## src/rtl/inv_sub_word.sv

```systemverilog
// inv_sub_word: serial AES InvSubBytes over one NUM_BYTES-byte word.
// One byte per cycle: inverse affine, map into GF((2^4)^2), invert there
// with GF(2^4) squarer/multiplier/sum/multiply-by-e/inverse blocks, map back.
// The field isomorphism is derived at elaboration from a root of the AES
// polynomial in the composite field, so the map matrices always match the
// chosen GF(2^4) / GF((2^4)^2) polynomials.
module inv_sub_word #(
  parameter int NUM_BYTES = 4,
  parameter int PIPE      = 0
) (
  input  logic                   clk_i,
  input  logic                   rst_ni,
  input  logic                   in_valid_i,
  output logic                   in_ready_o,
  input  logic [8*NUM_BYTES-1:0] data_i,
  output logic                   out_valid_o,
  input  logic                   out_ready_i,
  output logic [8*NUM_BYTES-1:0] data_o,
  output logic                   busy_o
);

  localparam int W  = 8 * NUM_BYTES;
  localparam int CW = $clog2(NUM_BYTES);
  localparam logic [CW-1:0] LAST = CW'(NUM_BYTES - 1);

  // ---------------- GF(2^4) primitives, modulus x^4+x+1 ----------------
  function automatic logic [3:0] gf4_mul(input logic [3:0] a, input logic [3:0] b);
    logic [6:0] p;
    p = '0;
    for (int i = 0; i < 4; i++)
      if (b[i]) p ^= ({3'b000, a} << i);
    for (int k = 6; k >= 4; k--)
      if (p[k]) p ^= (7'b0010011 << (k - 4));
    return p[3:0];
  endfunction

  function automatic logic [3:0] gf4_sq(input logic [3:0] a);
    return {a[3], a[3] ^ a[1], a[2], a[2] ^ a[0]};
  endfunction

  // Multiply by the composite-field constant lambda = 0xE.
  function automatic logic [3:0] gf4_mul_e(input logic [3:0] a);
    return gf4_mul(a, 4'hE);
  endfunction

  // a^14 = a^-1 (0 maps to 0), built from squarers and multipliers.
  function automatic logic [3:0] gf4_inv(input logic [3:0] a);
    logic [3:0] a2, a4, a8;
    a2 = gf4_sq(a);
    a4 = gf4_sq(a2);
    a8 = gf4_sq(a4);
    return gf4_mul(gf4_mul(a8, a4), a2);
  endfunction

  // ---------------- GF((2^4)^2), modulus y^2+y+lambda ----------------
  function automatic logic [7:0] comp_mul(input logic [7:0] a, input logic [7:0] b);
    logic [3:0] hh;
    hh = gf4_mul(a[7:4], b[7:4]);
    return {hh ^ gf4_mul(a[7:4], b[3:0]) ^ gf4_mul(a[3:0], b[7:4]),
            gf4_mul_e(hh) ^ gf4_mul(a[3:0], b[3:0])};
  endfunction

  // (g1 y + g0)^-1 = (g1 d) y + (g1 + g0) d, d = (g1^2 lambda + g1 g0 + g0^2)^-1
  function automatic logic [7:0] comp_inv(input logic [7:0] g);
    logic [3:0] d, di;
    d  = gf4_mul_e(gf4_sq(g[7:4])) ^ gf4_mul(g[7:4], g[3:0]) ^ gf4_sq(g[3:0]);
    di = gf4_inv(d);
    return {gf4_mul(g[7:4], di), gf4_mul(g[7:4] ^ g[3:0], di)};
  endfunction

  // Linear map given by eight 8-bit columns.
  function automatic logic [7:0] map_apply(input logic [63:0] cols, input logic [7:0] a);
    logic [7:0] y;
    y = '0;
    for (int i = 0; i < 8; i++)
      if (a[i]) y ^= cols[8*i +: 8];
    return y;
  endfunction

  // Columns r^0..r^7 for the first root r of x^8+x^4+x^3+x+1 in the composite field.
  function automatic logic [63:0] gen_map_cols();
    logic [63:0] cols, cand;
    logic [7:0]  pw, acc, rb;
    logic        found;
    cols  = '0;
    cand  = '0;
    found = 1'b0;
    for (int r = 2; r < 256; r++) begin
      rb  = r[7:0];
      pw  = 8'h01;
      acc = 8'h00;
      for (int k = 0; k < 9; k++) begin
        if (k < 8) cand[8*k +: 8] = pw;
        if (k == 0 || k == 1 || k == 3 || k == 4 || k == 8) acc ^= pw;
        pw = comp_mul(pw, rb);
      end
      if (!found && acc == 8'h00) begin
        found = 1'b1;
        cols  = cand;
      end
    end
    return cols;
  endfunction

  // Inverse map columns: the preimage of each unit vector.
  function automatic logic [63:0] gen_imap_cols(input logic [63:0] cols);
    logic [63:0] icols;
    logic [7:0]  av;
    icols = '0;
    for (int j = 0; j < 8; j++)
      for (int a = 1; a < 256; a++) begin
        av = a[7:0];
        if (map_apply(cols, av) == (8'h01 << j)) icols[8*j +: 8] = av;
      end
    return icols;
  endfunction

  function automatic logic [7:0] inv_affine(input logic [7:0] a);
    return {a[6:0], a[7]} ^ {a[4:0], a[7:5]} ^ {a[1:0], a[7:2]} ^ 8'h05;
  endfunction

  localparam logic [63:0] MAP_COLS  = gen_map_cols();
  localparam logic [63:0] IMAP_COLS = gen_imap_cols(MAP_COLS);

  // ---------------- control ----------------
  typedef enum logic [1:0] {IDLE, BUSY, DONE} state_e;

  state_e        state_q, state_d;
  logic [CW-1:0] cnt_q, cnt_d;
  logic          issued_q, issued_d;
  logic [W-1:0]  shift_q;

  logic          accept, issue, wr_en, last_write;
  logic [CW-1:0] wr_lane;
  logic [7:0]    stage1_byte, stage2_byte, result_byte;

  assign accept      = (state_q == IDLE) && in_valid_i;
  assign issue       = (state_q == BUSY) && !issued_q;
  assign last_write  = wr_en && (wr_lane == LAST);
  assign in_ready_o  = (state_q == IDLE);
  assign out_valid_o = (state_q == DONE);
  assign busy_o      = (state_q != IDLE);

  // Byte datapath: front half (affine + map) and back half (inversion + inverse map).
  always_comb begin
    stage1_byte = map_apply(MAP_COLS, inv_affine(shift_q[7:0]));
    result_byte = map_apply(IMAP_COLS, comp_inv(stage2_byte));
  end

  generate
    if (PIPE != 0) begin : g_pipe
      logic [7:0]    s2_byte_q;
      logic [CW-1:0] s2_lane_q;
      logic          s2_vld_q;
      // Pipeline register between the map stage and the inversion stage.
      always_ff @(posedge clk_i) begin
        if (!rst_ni) begin
          s2_byte_q <= '0;
          s2_lane_q <= '0;
          s2_vld_q  <= 1'b0;
        end else begin
          s2_vld_q <= issue;
          if (issue) begin
            s2_byte_q <= stage1_byte;
            s2_lane_q <= cnt_q;
          end
        end
      end
      assign stage2_byte = s2_byte_q;
      assign wr_lane     = s2_lane_q;
      assign wr_en       = s2_vld_q;
    end else begin : g_nopipe
      assign stage2_byte = stage1_byte;
      assign wr_lane     = cnt_q;
      assign wr_en       = issue;
    end
  endgenerate

  // FSM, byte counter and issue-complete flag: state registers.
  always_ff @(posedge clk_i) begin
    if (!rst_ni) begin
      state_q  <= IDLE;
      cnt_q    <= '0;
      issued_q <= 1'b0;
    end else begin
      state_q  <= state_d;
      cnt_q    <= cnt_d;
      issued_q <= issued_d;
    end
  end

  // Next state: the counter saturates at the last byte instead of wrapping.
  always_comb begin
    state_d  = state_q;
    cnt_d    = cnt_q;
    issued_d = issued_q;
    case (state_q)
      IDLE: begin
        if (in_valid_i) begin
          state_d  = BUSY;
          cnt_d    = '0;
          issued_d = 1'b0;
        end
      end
      BUSY: begin
        if (issue) begin
          if (cnt_q == LAST) issued_d = 1'b1;
          else               cnt_d    = cnt_q + 1'b1;
        end
        if (last_write) state_d = DONE;
      end
      DONE: begin
        if (out_ready_i) state_d = IDLE;
      end
      default: state_d = IDLE;
    endcase
  end

  // Input shift register: captured on accept, consumed LSB byte first.
  always_ff @(posedge clk_i) begin
    if (!rst_ni)     shift_q <= '0;
    else if (accept) shift_q <= data_i;
    else if (issue)  shift_q <= {8'h00, shift_q[W-1:8]};
  end

  generate
    for (genvar gi = 0; gi < NUM_BYTES; gi++) begin : g_lane
      logic [7:0] lane_q;
      // Output lane gi: written only by its own result byte.
      always_ff @(posedge clk_i) begin
        if (!rst_ni)                             lane_q <= '0;
        else if (wr_en && wr_lane == CW'(gi))    lane_q <= result_byte;
      end
      assign data_o[8*gi +: 8] = lane_q;
    end
  endgenerate

endmodule
```

## config.mk

```make
export PLATFORM = sky130hd
export DESIGN_NAME = inv_sub_word
export DESIGN_NICKNAME = d
export VERILOG_FILES = /design/src/rtl/inv_sub_word.sv
export SDC_FILE = /design/constraint.sdc
export NUM_CORES = 1
export LEC_CHECK = 0
export BUFFER_PORTS_ARGS = -buffer_cell sky130_fd_sc_hd__clkbuf_2
export CORE_ASPECT_RATIO = 0.75
export CORE_MARGIN = 2
export CORE_UTILIZATION = 30
export CTS_CLUSTER_DIAMETER = 30
export DETAILED_ROUTE_END_ITERATION = 6
export GPL_TIMING_DRIVEN = 0
export PLACE_DENSITY = 0.59
export SLEW_MARGIN = 20
export SYNTH_ARGS = -nofsm -noshare
export SYNTH_HDL_FRONTEND = slang
export SYNTH_SLANG_ARGS = --single-unit
```

## constraint.sdc

```tcl
create_clock -name clk_i -period 7.3 [get_ports clk_i]
set_clock_uncertainty 0.2 [all_clocks]
set_input_delay 1.46 -clock clk_i [delete_from_list [all_inputs] [get_ports clk_i]]
set_output_delay 1.46 -clock clk_i [all_outputs]
set_load 0.01 [all_outputs]
```

==> run_results.csv <==
group,metric,value,unit
detailed_routing,vias,4938,
detailed_routing,first_pass_iters,5,
critical_path,cp_common_cell,"xnor2_2",
sta,finalSetupViolations,0,
sta,finalMaxSlewViolations,0,
logic_synthesis,synth-compound-area-share,0.177,
critical_path,ff2ff_path_depth,29,
logic_synthesis,synth_simple_gate_area_frac,0.199,
die,core_area,0.0185,mm2
global_routing,grt_usage,0.148,
logic_synthesis,synth_fa_ha_area_frac,0.0195,
clock_tree,clkTransAtPathRegs,0.06,ns
placed_design,hpwl,10700,um
critical_path,cp-start-kind,"flop",
critical_path,cp.arrival,6.98,ns
critical_path,endpoint_kind,"flop",
sta,fin_crit_sh,0.953,
sta,tightest_slew,0.857,ns
logic_synthesis,synth_top_family_by_area,"XOR/XNOR gates",
clock_tree,cts.path.max_buffers,2,
die,io-pin-count,71,
logic_synthesis,yosys_warnings,0,
critical_path,r2r_start,"shift_q[6]$_SDFFE_PN0P_",
global_routing,grt.overflow.total,0,
logic_synthesis,synth_async_sr_flop_share,0,
logic_synthesis,yosys-top-cells-count,"nand2_1 (74), nor2_1 (71), dfxtp_1 (69)",
detailed_routing,wire_per_inst,14.7,um
layout,diodes,0,
logic_synthesis,yosysMostFrequentCell,"nand2_1",
die,start_util,0.306,
job,cap_violations,0,
logic_synthesis,synth_cell_types,68,
clock_tree,cts_buffers,9,
logic_synthesis,synth_edf_count,0,
run_status,status,"finished clean",
die,die_h,123,um
clock_tree,clock_latency,0.34,ns
critical_path,crit_path_max_incr_delay,0.59,ns
die,die_w,162,um
detailed_routing,postRouteAntennaNets,0,
critical_path,critical_path_buf_inv_count,4,
clock_tree,clock-sinks,69,
critical_path,cp.required,7.32,ns
clock_tree,clockRootBuffer,"clkbuf_16",
critical_path,setup.worst_path.class,"reg -> reg",
detailed_routing,drcViolationCount,0,
critical_path,startpoint,"shift_q[6]$_SDFFE_PN0P_",
logic_synthesis,ys_seq_area_frac,0.245,
detailed_routing,drt_iter0_markers,411,
sta,max_freq,0.144,GHz
critical_path,cp_max_fo,10,
logic_synthesis,avgSynthCellArea,8.62,um2
logic_synthesis,synth_xor_area_frac,0.233,
layout,synthToLayoutAreaGrowth,24.3,%
worst_hold_path,hold_depth,2,
die,fp-row-count,43,
global_routing,first_global_vias,4522,
logic_synthesis,synth_top_area_share,0.245,
detailed_routing,routed_wl,14800,um
logic_synthesis,synth_largest_area_cell,"dfxtp_1",
sta,hold_viol_final,0,
layout,multi_input_area,0.00423,mm2
layout,num-fill-cells,1870,
logic_synthesis,synth_mux_area_frac,0.0775,
sta,fin_tns_setup,0,ns
logic_synthesis,ys.flop_type,"dfxtp_1",
placed_design,gp_congestion,0.832,
placed_design,portBuffers,69,
worst_hold_path,min_path_type,"reg -> reg",
logic_synthesis,synth-seq-cells,69,
logic_synthesis,synth_area,0.00565,mm2
layout,nNetsFinal,797,
detailed_routing,vias_per_cell,4.91,
worst_hold_path,hp-start,"g_lane[2].lane_q[6]$_SDFFE_PN0P_",
sta,maxSlewHeadroom,0.427,
logic_synthesis,netlist_top_cells_area,"dfxtp_1 (24%), xnor2_1 (7.4%), mux2i_1 (6.9%)",
layout,layout-drive-gt1-share,0.247,
die,die_area,0.0200,mm2
clock_tree,cts_tree,"yes",
clock_tree,cts-htree-levels,3,
critical_path,crit_cells,29,
logic_synthesis,synth_nets,699,
layout,regArea,0.00138,mm2
logic_synthesis,synthCells,655,
global_routing,antenna_found_initial,0,
critical_path,critPathSlowestCell,"xnor3_2",
sta,fin_crit,6.96,ns
critical_path,crit_family,"XOR/XNOR gates",
global_routing,grt_pass1_wl,23600,um
global_routing,grt_max_degree,13,
-- cell type report --
cell class                      count  area share
Buffer                             45      0.0371
Clock buffer                       11      0.0331
Clock inverter                      5      0.0121
Inverter                            9     0.00517
Multi-Input combinational cell    531       0.602
Sequential cell                    69       0.197
Tap cell                          247      0.0440
Timing Repair Buffer               88      0.0695
-- sequential cells by signal, indices dropped and copies added, names as in the netlist --
name and flops:
shift_q 32, state_q 2, g_lane.lane_q 32, issued_q 1, cnt_q 2
-- worst register-to-register path: cells and delay by family, from the launching register on --
kind,cells,cell delay [ns]
XOR/XNOR,16,4.01
flip-flops,1,0.30
AND/OR/NAND/NOR,4,0.52
adder cells (fa/ha/maj),2,0.57
buffers and inverters,4,0.78
AO/OA/AOI/OAI,3,0.44
-- layout by cell type, fill, tap and decap left out, drive strengths merged, types with 3 or more instances in the layout --
master	n
mux2i	40
nand2	75
nor3b	3
o21a	3
ha	8
inv	9
o21ai	35
buf	31
o211a	32
clkbuf	113
mux2	3
xnor3	14
a21oi	21
nor2	72
xnor2	61
dfxtp	69
a31oi	4
and3	3
nand3	24
a21boi	5
o221ai	4
and2	8
nor3	14
nand2b	8
a22oi	11
nor2b	19
xor2	28
or2	3
a211oi	8
-- metrics by stage --
stage / area [um2] / util / hold slack (ns) / setup WS, ns / std cells
after floorplan: 5650 / - / 0.248 / 0.666 / 655
after global placement: 6300 / 0.342 / 0.253 / -0.666 / 971
after detailed placement: 6300 / 0.342 / 0.255 / -0.632 / 971
after CTS: 6760 / 0.367 / 0.263 / 0.0107 / 991
after global routing: 7020 / 0.381 / 0.278 / -0.0563 / 1005
final: 7020 / 0.381 / 0.262 / 0.341 / 1005
-- routing by layer --
layer,GRT usage,part of all wire,vias up
met3,0.0335,0.050,7
met5,0,0,-
met2,0.209,0.42,126
met1,0.230,0.53,2332
met4,0.0216,0.0027,0
li1,-,-,2473
-- worst paths after layout --
kind	end	slack, ns
setup / recovery	g_lane[1].lane_q[6]$_SDFFE_PN0P_	0.34
hold / removal	g_lane[2].lane_q[6]$_SDFFE_PN0P_	0.26
setup reg to reg	g_lane[1].lane_q[6]$_SDFFE_PN0P_	0.34
hold reg to reg	g_lane[2].lane_q[6]$_SDFFE_PN0P_	0.26
-- cells by family after synthesis --
logic type / Yosys count
xor+xnor: 104
fa+ha+maj: 9
flops: 69
mux: 43
buf+inv: 55
compound gates: 136
simple gates: 239
-- timing repair --
item                                    in CTS  in global routing
endpoints found under the setup margin      32                 32
hold buffers                                 0                  0
pin swaps                                    5                 13
resized for setup                           13                 33
setup buffers                                5                 14
Power is left out: the tool's default activity adds up to more than one toggle a clock period on the data nets, which glitch-free logic cannot reach.
